## config.mk

```make
export PLATFORM = sky130hd
export DESIGN_NAME = alu_acc_seq
export DESIGN_NICKNAME = d
export VERILOG_FILES = /design/src/rtl/alu_acc_seq.sv
export SDC_FILE = /design/constraint.sdc
export NUM_CORES = 1
export LEC_CHECK = 0
export CAP_MARGIN = 40
export CORE_ASPECT_RATIO = 0.7
export CORE_MARGIN = 10
export CORE_UTILIZATION = 25
export DETAILED_ROUTE_END_ITERATION = 7
export PLACE_DENSITY = 0.39
export SETUP_SLACK_MARGIN = 0.2
export SYNTH_ARGS = -nofsm -noshare
export SYNTH_HDL_FRONTEND = slang
export SYNTH_SLANG_ARGS = --single-unit
```

## constraint.sdc

```tcl
create_clock -name clk -period 2.7 [get_ports clk]
set_input_delay 0.54 -clock clk [delete_from_list [all_inputs] [get_ports clk]]
set_output_delay 0.54 -clock clk [all_outputs]
set_load 0.01 [all_outputs]
```

## src/rtl/alu_acc_seq.sv

```systemverilog
// rtl/alu_acc_seq.sv - parametrised accumulator ALU with command handshake and shift-add multiplier
module alu_acc_seq #(
  parameter int WIDTH    = 8,
  parameter bit SATURATE = 1'b0
) (
  input  logic             clk,
  input  logic             rst,
  input  logic             on,
  input  logic             op_valid,
  output logic             op_ready,
  input  logic [2:0]       opcode,
  input  logic [WIDTH-1:0] operand,
  input  logic             clear_err,
  output logic [WIDTH-1:0] acc,
  output logic             res_valid,
  output logic             overflow,
  output logic [1:0]       state
);

  localparam int CW = $clog2(WIDTH);

  typedef enum logic [1:0] {
    OFF   = 2'b00,
    READY = 2'b01,
    RUN   = 2'b10,
    ERROR = 2'b11
  } stateT;

  stateT              curState, nextState;
  logic [WIDTH-1:0]   accQ, accNext;
  logic               resValidQ, resValidNext;
  logic               overflowQ, overflowNext;
  logic [2*WIDTH-1:0] mcand, product, productNext;
  logic [WIDTH-1:0]   mplier;
  logic [CW-1:0]      bitCnt;
  logic               mulStart, mulStep, mulOvf;
  logic [WIDTH:0]     addSum, subDiff;

  assign addSum      = {1'b0, accQ} + {1'b0, operand};
  assign subDiff     = {1'b0, accQ} - {1'b0, operand};
  assign productNext = product + (mplier[0] ? mcand : '0);
  assign mulOvf      = |productNext[2*WIDTH-1:WIDTH];

  always_comb begin
    nextState    = curState;
    accNext      = accQ;
    resValidNext = 1'b0;
    overflowNext = overflowQ;
    mulStart     = 1'b0;
    mulStep      = 1'b0;
    // Dropping enable wins over everything, including a multiply in flight.
    if (!on) begin
      nextState = OFF;
      if (curState == ERROR) overflowNext = 1'b0;
    end else begin
      case (curState)
        OFF: nextState = READY;
        READY: begin
          if (op_valid) begin
            case (opcode)
              3'b000, 3'b001, 3'b010, 3'b011, 3'b111: begin
                resValidNext = 1'b1;
                overflowNext = 1'b0;
                case (opcode)
                  3'b000:  accNext = accQ & operand;
                  3'b001:  accNext = accQ | operand;
                  3'b010:  accNext = accQ ^ operand;
                  3'b011:  accNext = ~accQ;
                  default: accNext = operand;
                endcase
              end
              3'b100: begin
                resValidNext = 1'b1;
                overflowNext = addSum[WIDTH];
                accNext      = addSum[WIDTH-1:0];
                if (addSum[WIDTH]) begin
                  if (SATURATE) accNext = '1;
                  else          nextState = ERROR;
                end
              end
              3'b101: begin
                resValidNext = 1'b1;
                overflowNext = subDiff[WIDTH];
                accNext      = subDiff[WIDTH-1:0];
                if (subDiff[WIDTH]) begin
                  if (SATURATE) accNext = '0;
                  else          nextState = ERROR;
                end
              end
              default: begin
                mulStart  = 1'b1;
                nextState = RUN;
              end
            endcase
          end
        end
        RUN: begin
          mulStep = 1'b1;
          if (bitCnt == CW'(WIDTH - 1)) begin
            resValidNext = 1'b1;
            overflowNext = mulOvf;
            accNext      = (mulOvf && SATURATE) ? '1 : productNext[WIDTH-1:0];
            nextState    = (mulOvf && !SATURATE) ? ERROR : READY;
          end
        end
        default: begin
          if (clear_err) begin
            nextState    = READY;
            overflowNext = 1'b0;
          end
        end
      endcase
    end
  end

  always_ff @(posedge clk or negedge rst) begin
    if (!rst) begin
      curState  <= OFF;
      accQ      <= '0;
      resValidQ <= 1'b0;
      overflowQ <= 1'b0;
    end else begin
      curState  <= nextState;
      accQ      <= accNext;
      resValidQ <= resValidNext;
      overflowQ <= overflowNext;
    end
  end

  // Multiplicand shifts left while the multiplier shifts right, one bit per edge.
  always_ff @(posedge clk or negedge rst) begin
    if (!rst) begin
      mcand   <= '0;
      mplier  <= '0;
      product <= '0;
      bitCnt  <= '0;
    end else if (mulStart) begin
      mcand   <= {{WIDTH{1'b0}}, accQ};
      mplier  <= operand;
      product <= '0;
      bitCnt  <= '0;
    end else if (mulStep) begin
      mcand   <= mcand << 1;
      mplier  <= mplier >> 1;
      product <= productNext;
      bitCnt  <= bitCnt + CW'(1);
    end
  end

  assign acc       = accQ;
  assign res_valid = resValidQ;
  assign overflow  = overflowQ;
  assign state     = curState;
  assign op_ready  = (curState == READY);

endmodule

```

# Word-level counts from Yosys, hierarchy flattened
# Index checks and enable logic that the tools add are counted.
dict set report op_classes {
  n_addsub 4
  n_mul 0
  div_mod_pow 0
  magnitude_cmp 0
  n_eq_ne 22
  shifts 0
  mux 41
  bitwise 4
  n_reduce_logical 11
}
# op n
set ops {}
lappend ops {{$mux 16} 5}
lappend ops {{$mux 8} 4}
lappend ops {{$pmux 8 s4} 1}
lappend ops {{$pmux 8 s3} 1}
lappend ops {{$add 16x16->16} 1}
lappend ops {{$pmux 8 s2} 1}
lappend ops {{$mux 1} 15}
lappend ops {{$mux 2} 7}
lappend ops {{$eq 3x3->1 const B} 4}
lappend ops {{$pmux 2 s3} 2}
lappend ops {{$reduce_and 6->1} 2}
lappend ops {{$add 8x8->9} 1}
lappend ops {{$ne 3x3->1 const B} 3}
lappend ops {{$sub 8x8->9} 1}
lappend ops {{$and 8x8->8} 1}
lappend ops {{$ne 4x1->1 const B} 2}
lappend ops {{$ne 4x4->1 const B} 2}
lappend ops {{$not 8->8} 1}
lappend ops {{$or 8x8->8} 1}
lappend ops {{$reduce_or 8->1} 1}
lappend ops {{$xor 8x8->8} 1}
lappend ops {{$reduce_or 7->1} 1}
lappend ops {{$eq 3x2->1 const B} 2}
lappend ops {{$mux 3} 2}
lappend ops {{other kinds (14)} 20}
dict set report word_totals {
  ff_bits 55
  latchBits 0
  ramBits 0
  romBits 0
  inputBits 16
  out_inout_bits 13
  wordCells 90
  n_memories 0
}

# Longest topological paths before layout
# Gate-level depths: netlist of run 1.
dict set report logic_depth {
  depth_word 7
  mapped_depth 12
  mapped_depth_nobuf 12
}

# Worst setup path before layout of run 1
# OpenSTA, ideal clock, no wires.
dict set report synth_path {
  path_kind {flip-flop to flip-flop}
  startpoint {reg mplier[0]}
  endpoint {reg overflowQ, in the netlist overflow}
  setup_time_ns 0.130
  arrival_time_ns 2.426
  t_required_ns 2.570
  path_slack_ns 0.144
  path_stages_with_launch 12
  n_path_buf 1
  period_less_slack_ns 2.556
  path_cell_list {dfrtp_1 clkbuf_1 and2_1 ha_1 a21o_1 a21oi_1 a32oi_1 mux2_2 a31oi_1 nand4_1 o211ai_2 a31oi_1}
}
dict set report synth_via {
  elab_chain_len 6
}
# item line
set synth_rtl {}
lappend synth_rtl {{start, declared} 34} ;# logic [WIDTH-1:0] mplier;
lappend synth_rtl {{start signal, assigned} 139} ;# mplier <= operand;
lappend synth_rtl {{start signal, assigned} 144} ;# mplier <= mplier >> 1;
lappend synth_rtl {{$mux 16} 41} ;# assign productNext = product + (mplier[0] ? mcand : '0);
lappend synth_rtl {{$add 16x16->16} 41}
lappend synth_rtl {{$reduce_or 8->1} 42} ;# assign mulOvf = |productNext[2*WIDTH-1:WIDTH];
lappend synth_rtl {{$mux 1} 99} ;# if (bitCnt == CW'(WIDTH - 1)) begin
lappend synth_rtl {{$pmux 1 s3} 56} ;# case (curState)
lappend synth_rtl {{$mux 1} 52} ;# if (!on) begin
lappend synth_rtl {{end signal, assigned} 126} ;# overflowQ <= overflowNext;
lappend synth_rtl {{end, declared} 32} ;# logic overflowQ, overflowNext;
# No other way between the ends. The select of a mux whose other input is x is not followed.
# A chain may end at the register's enable or synchronous reset.

# Worst setup path in the final report of run 1
# Same ends and word-level chain as after synthesis.

==> results of run 1 <==
-- Yosys cell counts (3+ instances only) --
| cell type | instances | area, um^2 |
|---|---|---|
| a211oi_1 | 8 | 60.1 |
| a21o_1 | 11 | 82.6 |
| a21oi_1 | 51 | 255 |
| a31oi_1 | 6 | 37.5 |
| and2_1 | 17 | 106 |
| and3_1 | 8 | 50.1 |
| buf_2 | 5 | 25.0 |
| buf_6 | 4 | 45.0 |
| clkbuf_1 | 19 | 71.3 |
| dfrtp_1 | 55 | 1380 |
| fa_1 | 3 | 60.1 |
| ha_1 | 45 | 563 |
| inv_1 | 37 | 139 |
| mux2_2 | 3 | 33.8 |
| mux2i_1 | 20 | 200 |
| mux4_2 | 7 | 158 |
| nand2_1 | 77 | 289 |
| nand2b_1 | 3 | 18.8 |
| nand3_1 | 6 | 30.0 |
| nand4_1 | 6 | 37.5 |
| nor2_1 | 38 | 143 |
| nor2b_1 | 5 | 31.3 |
| nor3_1 | 7 | 35.0 |
| o211ai_1 | 8 | 60.1 |
| o21ai_0 | 32 | 160 |
| o21ai_1 | 4 | 20.0 |
| o21bai_1 | 4 | 30.0 |
| o22ai_1 | 4 | 25.0 |
| or3_1 | 3 | 18.8 |
| xnor2_1 | 11 | 96.3 |
| xor2_1 | 6 | 52.6 |
-- path summary, 6_finish.rpt --
kind / endpoint / slack, ns / cells after the start
min in group clk: product[12] / 0.53 / 2
setup / recovery: overflow / -0.01 / 11
hold / removal: overflow / 0.17 / 1
hold reg to reg: product[12] / 0.53 / 2
setup reg to reg: overflow / -0.01 / 11
max in group asynchronous: acc[1] / 1.82 / 2
-- placed cells by master, fill, tap and decap left out, types with 9 or more instances in the layout --
| cell | synthesis | layout |
|---|---|---|
| ha_4 | 0 | 15 |
| clkdlybuf4s50_1 | 0 | 24 |
| o21ai_0 | 32 | 29 |
| mux2i_1 | 20 | 20 |
| nor2_1 | 38 | 34 |
| dfrtp_1 | 55 | 53 |
| buf_4 | 2 | 102 |
| a21o_1 | 11 | 11 |
| inv_1 | 37 | 34 |
| nand2_1 | 77 | 76 |
| and2_1 | 17 | 16 |
| xnor2_1 | 11 | 9 |
| a21oi_1 | 51 | 40 |
| ha_1 | 45 | 29 |
| a21oi_2 | 2 | 11 |
-- final cells by class --
cell class	count	area, um^2
clock buffers	6	139
clock inverters	2	16.3
fillers	1880	11700
inverters	39	146
multi-input cells	428	3440
flip-flops and latches	55	1380
well taps	236	295
repair buffers	137	1150
-- repair_timing --
item | 4_1_cts | 5_1_grt
buffers inserted | 13 | 2
resized for setup | 61 | 28
setup endpoints to repair | 15 | 14
hold buffers | 0 | 0
pin swaps | 28 | 16
hold endpoints to repair | 0 | 0
-- flip-flops by register name, indices dropped and copies added, names as in the netlist --
name       count
acc            8
res_valid      1
state          2
mcand         16
bitCnt         3
mplier         8
product       16
overflow       1
-- critical path, cell delays in order (launching register included) --
cell and delay, ns:
dfrtp_2 0.45, and2_4 0.16, ha_4 0.16, fa_2 0.37, a21o_1 0.20, nand4_1 0.18
a32oi_2 0.16, mux2_4 0.34, a31oi_4 0.14, nand4_1 0.14, o211ai_2 0.19, a31oi_1 0.10
-- kinds of logic (layout without fill, tap and decap cells) --
kind of cell    count (synthesis)  in the layout  share of synthesized area, %
flops                          55             55                          29.2
fa+ha+maj                      48             48                          13.2
mux                            30             30                          8.31
xor+xnor                       18             18                          3.51
buf+inv                        72            184                          6.90
compound gates                156            156                          21.8
simple gates                  176            176                          17.1
-- power by group --
group	internal, mW	switching [mW]	leakage (nW)	total, mW
Sequential	1.10	0.264	0.722	1.36
Combinational	1.75	1.64	2.17	3.39
Clock	0.372	0.330	0.0731	0.703
-- per-layer routing --
metal  part of all wire (%)  vias up
met5                      0        -
met4                   0.57        0
met3                    3.3        6
met2                     42       51
met1                     55     2106
li1                       -     2176
-- metrics by stage --
stage	TNS (ns)	util, %	cell area (um^2)	worst slack, ns
5_1_grt	-0.371	36.0	6570	-0.152
3_3_place_gp	-3.56	32.2	5890	-0.615
4_1_cts	-0.129	35.0	6400	-0.0828
6_report	-0.0148	36.0	6570	-0.0148
3_5_place_dp	-3.92	32.2	5890	-0.605
2_1_floorplan	0	-	4740	0.214
==> metrics, run 1 <==
status=finished, violations left; failing checks=setup timing; fmax=about 370 MHz; Yosys cell types=64; Die W=184 um; Post-Syn Instances=555; Final Setup Violations=1; Final Skew=0.00752 ns; Pwr Density=830 mW/mm^2; post-synthesis net count=619; post-route clock period utilization=101%; slew margin rel.=69.7%; CP endpoint kind=register; fin worst setup slack=-0.0148 ns; max_cap viols=0; Port Buffers=28; Congestion Overflow GR=0; CTS clk-pin slew, worst paths=0.08 ns; worst setup path start=mplier[0]; sequential-to-total area share from yosys stat=29.2%; num rows=41; dpl cells=880; CTS tree=done; met3 usage=roughly 1.8%; ant diodes=0; # DRC=0; synth-to-layout area growth=39.4%; CTS Sinks=between 50 and 60; Die Ht=135 um; global-route wire length before repair=23.2 mm; critical path required time=2.88 ns; H-tree depth=2; DR iter-0 viols=215; via count=4339; Detailed Routing Iterations Pass 1=4; flops & latches, synth=55; Leak=2.97 nW; arrival time worst endpoint=2.90 ns; Starting Density=25.8%; Syn Area/Cell=8.49 um^2; Post-synth EDFFs=0; RePlAce Congestion=0.818; vias in the first global route=4410; worst slew pin tran=0.451 ns; met2 Use GR=17.1%; I/O pin cnt=29; DRT antenna net count=0; Root Driver=clkbuf_16; grt peak-use layer=met2; total power draw=between 5 and 6 mW; max-slew violation count=0; VDD IR max=0.286 mV; Skew-Pair Late Insertion Delay=0.30 ns; non-filler cells, final=903; top_reg_cell synth=dfrtp_1; Yosys warning count=0; core area=~0.018 mm^2; HPWL after DPL=about 11 mm; Tmin final=2.71 ns; via/cell ratio=4.81; routing usage on met1=17.1%; clock tree buffer depth=2; RSZ-0062 raised after global routing=true; Routed WL=14.1 mm; fraction of registers with async set/reset=between 90% and 100%; hold crit path type=in2async; GRT Util Overall=a little under an eighth; synthesized area=0.00471 mm^2; wire per inst=roughly 16 um; Crit Path Max Fanout=6; die area=0.0248 mm^2; crit start category=register; number of buffers created by CTS=5; Crit Reg-Reg Startpoint=mplier[0]; layout cells sized above 1=30.1%; largest net degree at the start of global routing=60; nets@finish=730; critical path type=reg2reg; initial antenna violation count=0; hold slack=0.169 ns; Hold Vio Cnt, Final=0
Note: power is estimated with default switching activity, not from simulation.
==> inputs of run 2 (changes only) <==
--- a/config.mk
+++ b/config.mk
@@ -8,9 +8,9 @@
 export CAP_MARGIN = 40
 export CORE_ASPECT_RATIO = 0.7
 export CORE_MARGIN = 10
-export CORE_UTILIZATION = 25
+export CORE_UTILIZATION = 55
 export DETAILED_ROUTE_END_ITERATION = 7
-export PLACE_DENSITY = 0.39
+export PLACE_DENSITY = 0.75
 export SETUP_SLACK_MARGIN = 0.2
 export SYNTH_ARGS = -nofsm -noshare
 export SYNTH_HDL_FRONTEND = slang
==> metrics, run 2 (synthesized netlist as in run 1, its figures left out) <==
RSZ-0062 raised after global routing=true; Worst Reg2Reg Path Length in Cells=12 (+1); max_cap viols=0 (unchanged); largest net degree at the start of global routing=60 (unchanged); Die W=131 um (-29%); vias in the first global route=4362 (-1.1%); ant diodes=0 (unchanged); synth-to-layout area growth=30.8%; DR iter-0 viols=451 (+110%); die area=0.0127 mm^2 (-49%); Pwr Density=838 mW/mm^2 (+0.87%); wire per inst=18.3 um (+17%); max-slew violation count=0 (unchanged); Detailed Routing Iterations Pass 1=7 (+3); via/cell ratio=6.04 (+26%); CP max stage delay=0.46 ns (about the same); arrival time worst endpoint=2.95 ns (+0.05 ns); worst slew pin tran=0.537 ns (+0.0860 ns); Port Buffers=28 (unchanged); Congestion Overflow GR=0 (unchanged); layout cells sized above 1=26.2% (-4.0 points); hold crit path type=in2async; Die Ht=97.4 um (-28%); Starting Density=56.0% (+30 points); most frequent cells in the layout=nand2_1, buf_4, dfrtp_1; clock tree buffer depth=2 (unchanged); status=finished, violations left; most frequent CP cell=buf_4; core area=0.00841 mm^2 (-54%); Crit path max-delay family=compound AO/OA/AOI/OAI gates; I/O pin cnt=29 (unchanged); crit start category=register; crit-path cells=buf_4, and2_1, ha_4, a21o_1, a211o_1, a21oi_2, buf_4, o311ai_2, o211ai_1, nand2_1, o211ai_2, a31oi_1; Int Power=2.98 mW (-7.6%); Sequential Power Share=27.0% (+2.0 points); GRT Util Overall=20.2% (+8.7 points); commonest non-fill, non-tap cell in the layout=nand2_1; non-filler cells, final=743 (-18%); DRT antenna net count=0 (unchanged); Final Skew=0.00690 ns (-0.000621 ns); initial antenna violation count=0 (unchanged); CTS clk-pin slew, worst paths=0.07 ns (about the same); Crit-path slowest cell=dfrtp_2; failing checks=setup timing; Hold Vio Cnt, Final=0 (unchanged); CTS tree=done; num rows=28 (-32%); Hold Buf Count CTS=0 (unchanged); clock network fraction of total power=12.4% (-0.5 points); largest registers=mcand (16), product (16); Final Setup Violations=3 (+2); RePlAce Congestion=0.913 (+12%); Tmin final=2.78 ns (+0.0608 ns); number of buffers created by CTS=5 (unchanged); Logic pwr share=60.6% (-1.5 points); Routed WL=13.6 mm (-3.9%); FILL cells=595 (-68%); fmax=360 MHz (-2.2%); hold slack=0.230 ns (+0.0613 ns); Net Sw Power=2.18 mW (-2.1%); CTS Sinks=55 (unchanged); Leak=2.80 nW (-5.7%); Buf/Inv on CP=2 (+2); Skew-Pair Late Insertion Delay=0.30 ns (about the same); sw frac=42.3% (+1.4 points); VDD IR max=0.509 mV (+78%); setup TNS=-0.130 ns (-0.115 ns); # DRC=0 (unchanged); critical path required time=2.87 ns (about the same); post-route clock period utilization=103% (+2.3 points); fin worst setup slack=-0.0756 ns (-0.0608 ns); dpl cells=719 (-18%); Root Driver=clkbuf_16; CP endpoint kind=register; Crit Path Max Fanout=11 (+5); H-tree depth=2 (unchanged); global-route wire length before repair=21.4 mm (-7.5%); slew margin rel.=63.3% (-6.4 points); Worst path depth=12 (+1); via count=4490 (+3.5%); nets@finish=701 (-4.0%); HPWL after DPL=9.39 mm (-12%); critical path type=reg2reg
==> run 2: per-layer routing <==
layer	vias to the layer above	global-route usage (%)	wire length, um
met4	0	3.58	245
li1	2119	-	-
met1	2156	28.6	5910
met3	23	3.98	1070
met5	-	0	0
met2	192	31.2	6330
==> run 2: worst register-to-register path: stages, from the launching register on <==
cell and delay (ns):
dfrtp_2 0.46, buf_4 0.19, and2_1 0.16, ha_4 0.27, a21o_1 0.21, a211o_1 0.29
a21oi_2 0.17, buf_4 0.15, o311ai_2 0.13, o211ai_1 0.19, nand2_1 0.11, o211ai_2 0.21
a31oi_1 0.12
==> run 2: layout make-up <==
cell class	instances	area (um^2)	share of cell area (%)
inverters	39	146	2.37
clock inverters	1	5.00	0.0812
clock buffers	7	133	2.15
flip-flops and latches	55	1380	22.4
well taps	105	131	2.13
repair buffers	108	945	15.3
multi-input cells	428	3420	55.6
==> run 2: what timing repair did <==
| action | in CTS | in global routing |
|---|---|---|
| pin swaps | 26 | 17 |
| setup buffers | 10 | 6 |
| resized for setup | 39 | 51 |
| setup endpoints to repair | 13 | 16 |
==> run 2: final timing paths <==
kind	end	start	slack (ns)
max	overflow	mplier[0]	-0.08
min	product[13]	rst	0.23
max reg2reg	overflow	mplier[0]	-0.08
min reg2reg	product[12]	product[12]	0.54
max in group asynchronous	product[4]	rst	2.13
min in group clk	product[12]	product[12]	0.54
==> run 2: stage by stage <==
| step | instance area (um^2) | utilization (%) | setup WS, ns | total power, mW |
|---|---|---|---|---|
| detailed placement | 5500 | 65.4 | -0.609 | 4.04 |
| global route | 6160 | 73.3 | -0.201 | 5.51 |
| global placement | 5500 | 65.4 | -0.477 | 3.92 |
| finish | 6160 | 73.3 | -0.0756 | 5.16 |
| CTS | 5900 | 70.2 | -0.0689 | 4.87 |
| floorplan | 4740 | - | 0.214 | 3.02 |
==> run 2: power by group through the flow <==
| stage | sequential, mW | clock [mW] | combinational, mW |
|---|---|---|---|
| floorplan | 1.34 | 0 | 1.67 |
| global placement | 1.36 | 0 | 2.56 |
| detailed placement | 1.38 | 0 | 2.66 |
| CTS | 1.38 | 0.646 | 2.84 |
| global route | 1.43 | 0.674 | 3.41 |
| finish | 1.40 | 0.638 | 3.13 |
==> inputs of run 3 (changes only) <==
--- a/config.mk
+++ b/config.mk
@@ -10,7 +10,7 @@
 export CORE_MARGIN = 10
 export CORE_UTILIZATION = 55
 export DETAILED_ROUTE_END_ITERATION = 7
-export PLACE_DENSITY = 0.75
+export PLACE_DENSITY_LB_ADDON = 0.3
 export SETUP_SLACK_MARGIN = 0.2
 export SYNTH_ARGS = -nofsm -noshare
 export SYNTH_HDL_FRONTEND = slang
==> metrics, run 3 (synthesized netlist as in run 1, its figures left out) <==
status=finished, violations left; failing checks=setup timing; Crit Path Max Fanout=5 (-6); hold crit path type=in2async; Routed WL=13.8 mm (+1.9%); most frequent CP cell=nand4_1; Root Driver=clkbuf_16; num rows=28 (unchanged); hold slack=0.363 ns (+0.133 ns); I/O pin cnt=29 (unchanged); Final Setup Violations=3 (unchanged); most frequent cells in the layout=buf_4, nand2_1, dfrtp_1; HPWL after DPL=9.17 mm (-2.4%); largest net degree at the start of global routing=60 (unchanged); fmax=356 MHz (-1.3%); reg-to-reg slack, setup=-0.11 ns (-0.04 ns); number of buffers created by CTS=5 (unchanged); Hold Buf Count CTS=0 (unchanged); Tmin final=2.81 ns (+0.0357 ns); Congestion Overflow GR=0 (unchanged); via/cell ratio=6.19 (+2.4%); initial antenna violation count=0 (unchanged); Hold Vio Cnt, Final=0 (unchanged); vias in the first global route=4490 (+2.9%); # DRC=0 (unchanged); critical path required time=2.88 ns (about the same); GRT Util Overall=21.0% (+0.79 points); Pwr Density=845 mW/mm^2 (+0.91%); Final Instance Area=0.00623 mm^2 (+1.1%); layout cells sized above 1=27.8% (+1.6 points); worst slew pin tran=0.710 ns (+0.174 ns); CTS tree=done; DR iter-0 viols=470 (+4.2%); RePlAce Congestion=0.950 (+4.1%); Die Ht=97.4 um (unchanged); nets@finish=707 (+0.86%); Starting Density=56.0% (unchanged); Crit-path slowest cell=dfrtp_2; crit-path cells=and2_4, ha_4, fa_2, a21o_1, nand4_1, a32oi_2, mux2_4, a31oi_4, nand4_1, o211ai_2, a31oi_1; CP max stage delay=0.44 ns (-0.02 ns); Crit Reg-Reg Startpoint=mplier[0]; global-route wire length before repair=22.0 mm (+2.9%); Detailed Routing Iterations Pass 1=6 (-1); H-tree depth=2 (unchanged); crit start category=register; slew margin rel.=52.6% (-11 points); Die W=131 um (unchanged); via count=4636 (+3.3%); arrival time worst endpoint=2.99 ns (+0.04 ns); core area=0.00841 mm^2 (unchanged); fin worst setup slack=-0.111 ns (-0.0357 ns); Worst Reg2Reg Path Length in Cells=11 (-1); post-route clock period utilization=104% (+1.3 points); CTS clk-pin slew, worst paths=0.07 ns (about the same); largest registers=mcand (16), product (16); clock tree buffer depth=2 (unchanged); die area=0.0127 mm^2 (unchanged); max-slew violation count=0 (unchanged); VDD IR max=0.569 mV (+12%); ant diodes=0 (unchanged); Port Buffers=28 (unchanged); r2r endpoint=overflow; Setup WS pre-CTS=-0.591 ns (+0.0182 ns); CTS Sinks=55 (unchanged); Final Skew=0.0102 ns (+0.00325 ns); wire per inst=18.4 um (+1.1%); RSZ-0062 raised after global routing=true; CP endpoint kind=register; commonest non-fill, non-tap cell in the layout=buf_4; critical path type=reg2reg; max_cap viols=0 (unchanged); synth-to-layout area growth=32.2%; Placed Area=0.00556 mm^2 (+1.0%); Leak=2.87 nW (+2.3%); DRT antenna net count=0 (unchanged); Skew-Pair Late Insertion Delay=0.30 ns (about the same)
[run 3: area by class of cell]
type,instances,area [um^2]
sequential,55,1380
multi-input combinational,428,3440
clock inverter,1,5.00
fill,561,2180
inverter,39,146
tap,105,131
clock buffer,7,133
timing repair buffer,114,992
[run 3: worst max-delay path, delay by kind of cell, from the launching register on]
kind / cells / cell delay, ns
flip-flops: 1 / 0.44
AO/OA/AOI/OAI: 5 / 0.90
AND/OR/NAND/NOR: 3 / 0.48
multiplexers: 1 / 0.36
adder cells (fa/ha/maj): 2 / 0.52
[run 3: power breakdown]
| part | switching (mW) | total (mW) | internal [mW] |
|---|---|---|---|
| logic | 1.64 | 3.23 | 1.60 |
| clock network | 0.302 | 0.646 | 0.344 |
| registers | 0.286 | 1.39 | 1.10 |
| total | 2.22 | 5.26 | 3.04 |
[run 3: metal layers]
layer / global-route usage, % / share of wire, % / up-vias
met2: 32.8 / 47 / 217
met3: 4.63 / 8.5 / 52
met1: 27.9 / 42 / 2237
met5: 0 / 0 / -
li1: - / - / 2130
met4: 6.82 / 3.2 / 0
[run 3: worst max path at each step]
stage | start | end | slack [ns] | cells past startpoint
final | mplier[0] | overflow | -0.11 | 11
after detailed placement | operand[0] | acc[6] | -0.59 | 12
after global routing | mplier[0] | overflow | -0.17 | 13
after floorplan | mplier[0] | overflow | 0.21 | 12
after global placement | operand[0] | acc[6] | -0.49 | 12
after CTS | mplier[0] | overflow | -0.05 | 11
[run 3: repair_timing]
item,4_1_cts,5_1_grt
setup buffers,9,7
hold endpoints to repair,0,0
pin swaps,24,20
gates resized for setup,65,29
setup endpoints to repair,14,16
[run 3: through the flow]
stage                     TNS (ns)  utilization, %  std cells  power (mW)
after CTS                  -0.0696            72.2        742        5.04
after floorplan                  0               -        555        3.02
after global routing        -0.446            74.1        749        5.61
after global placement       -2.61            66.1        725        3.97
after detailed placement     -3.47            66.1        725        4.09
final                       -0.207            74.1        749        5.26
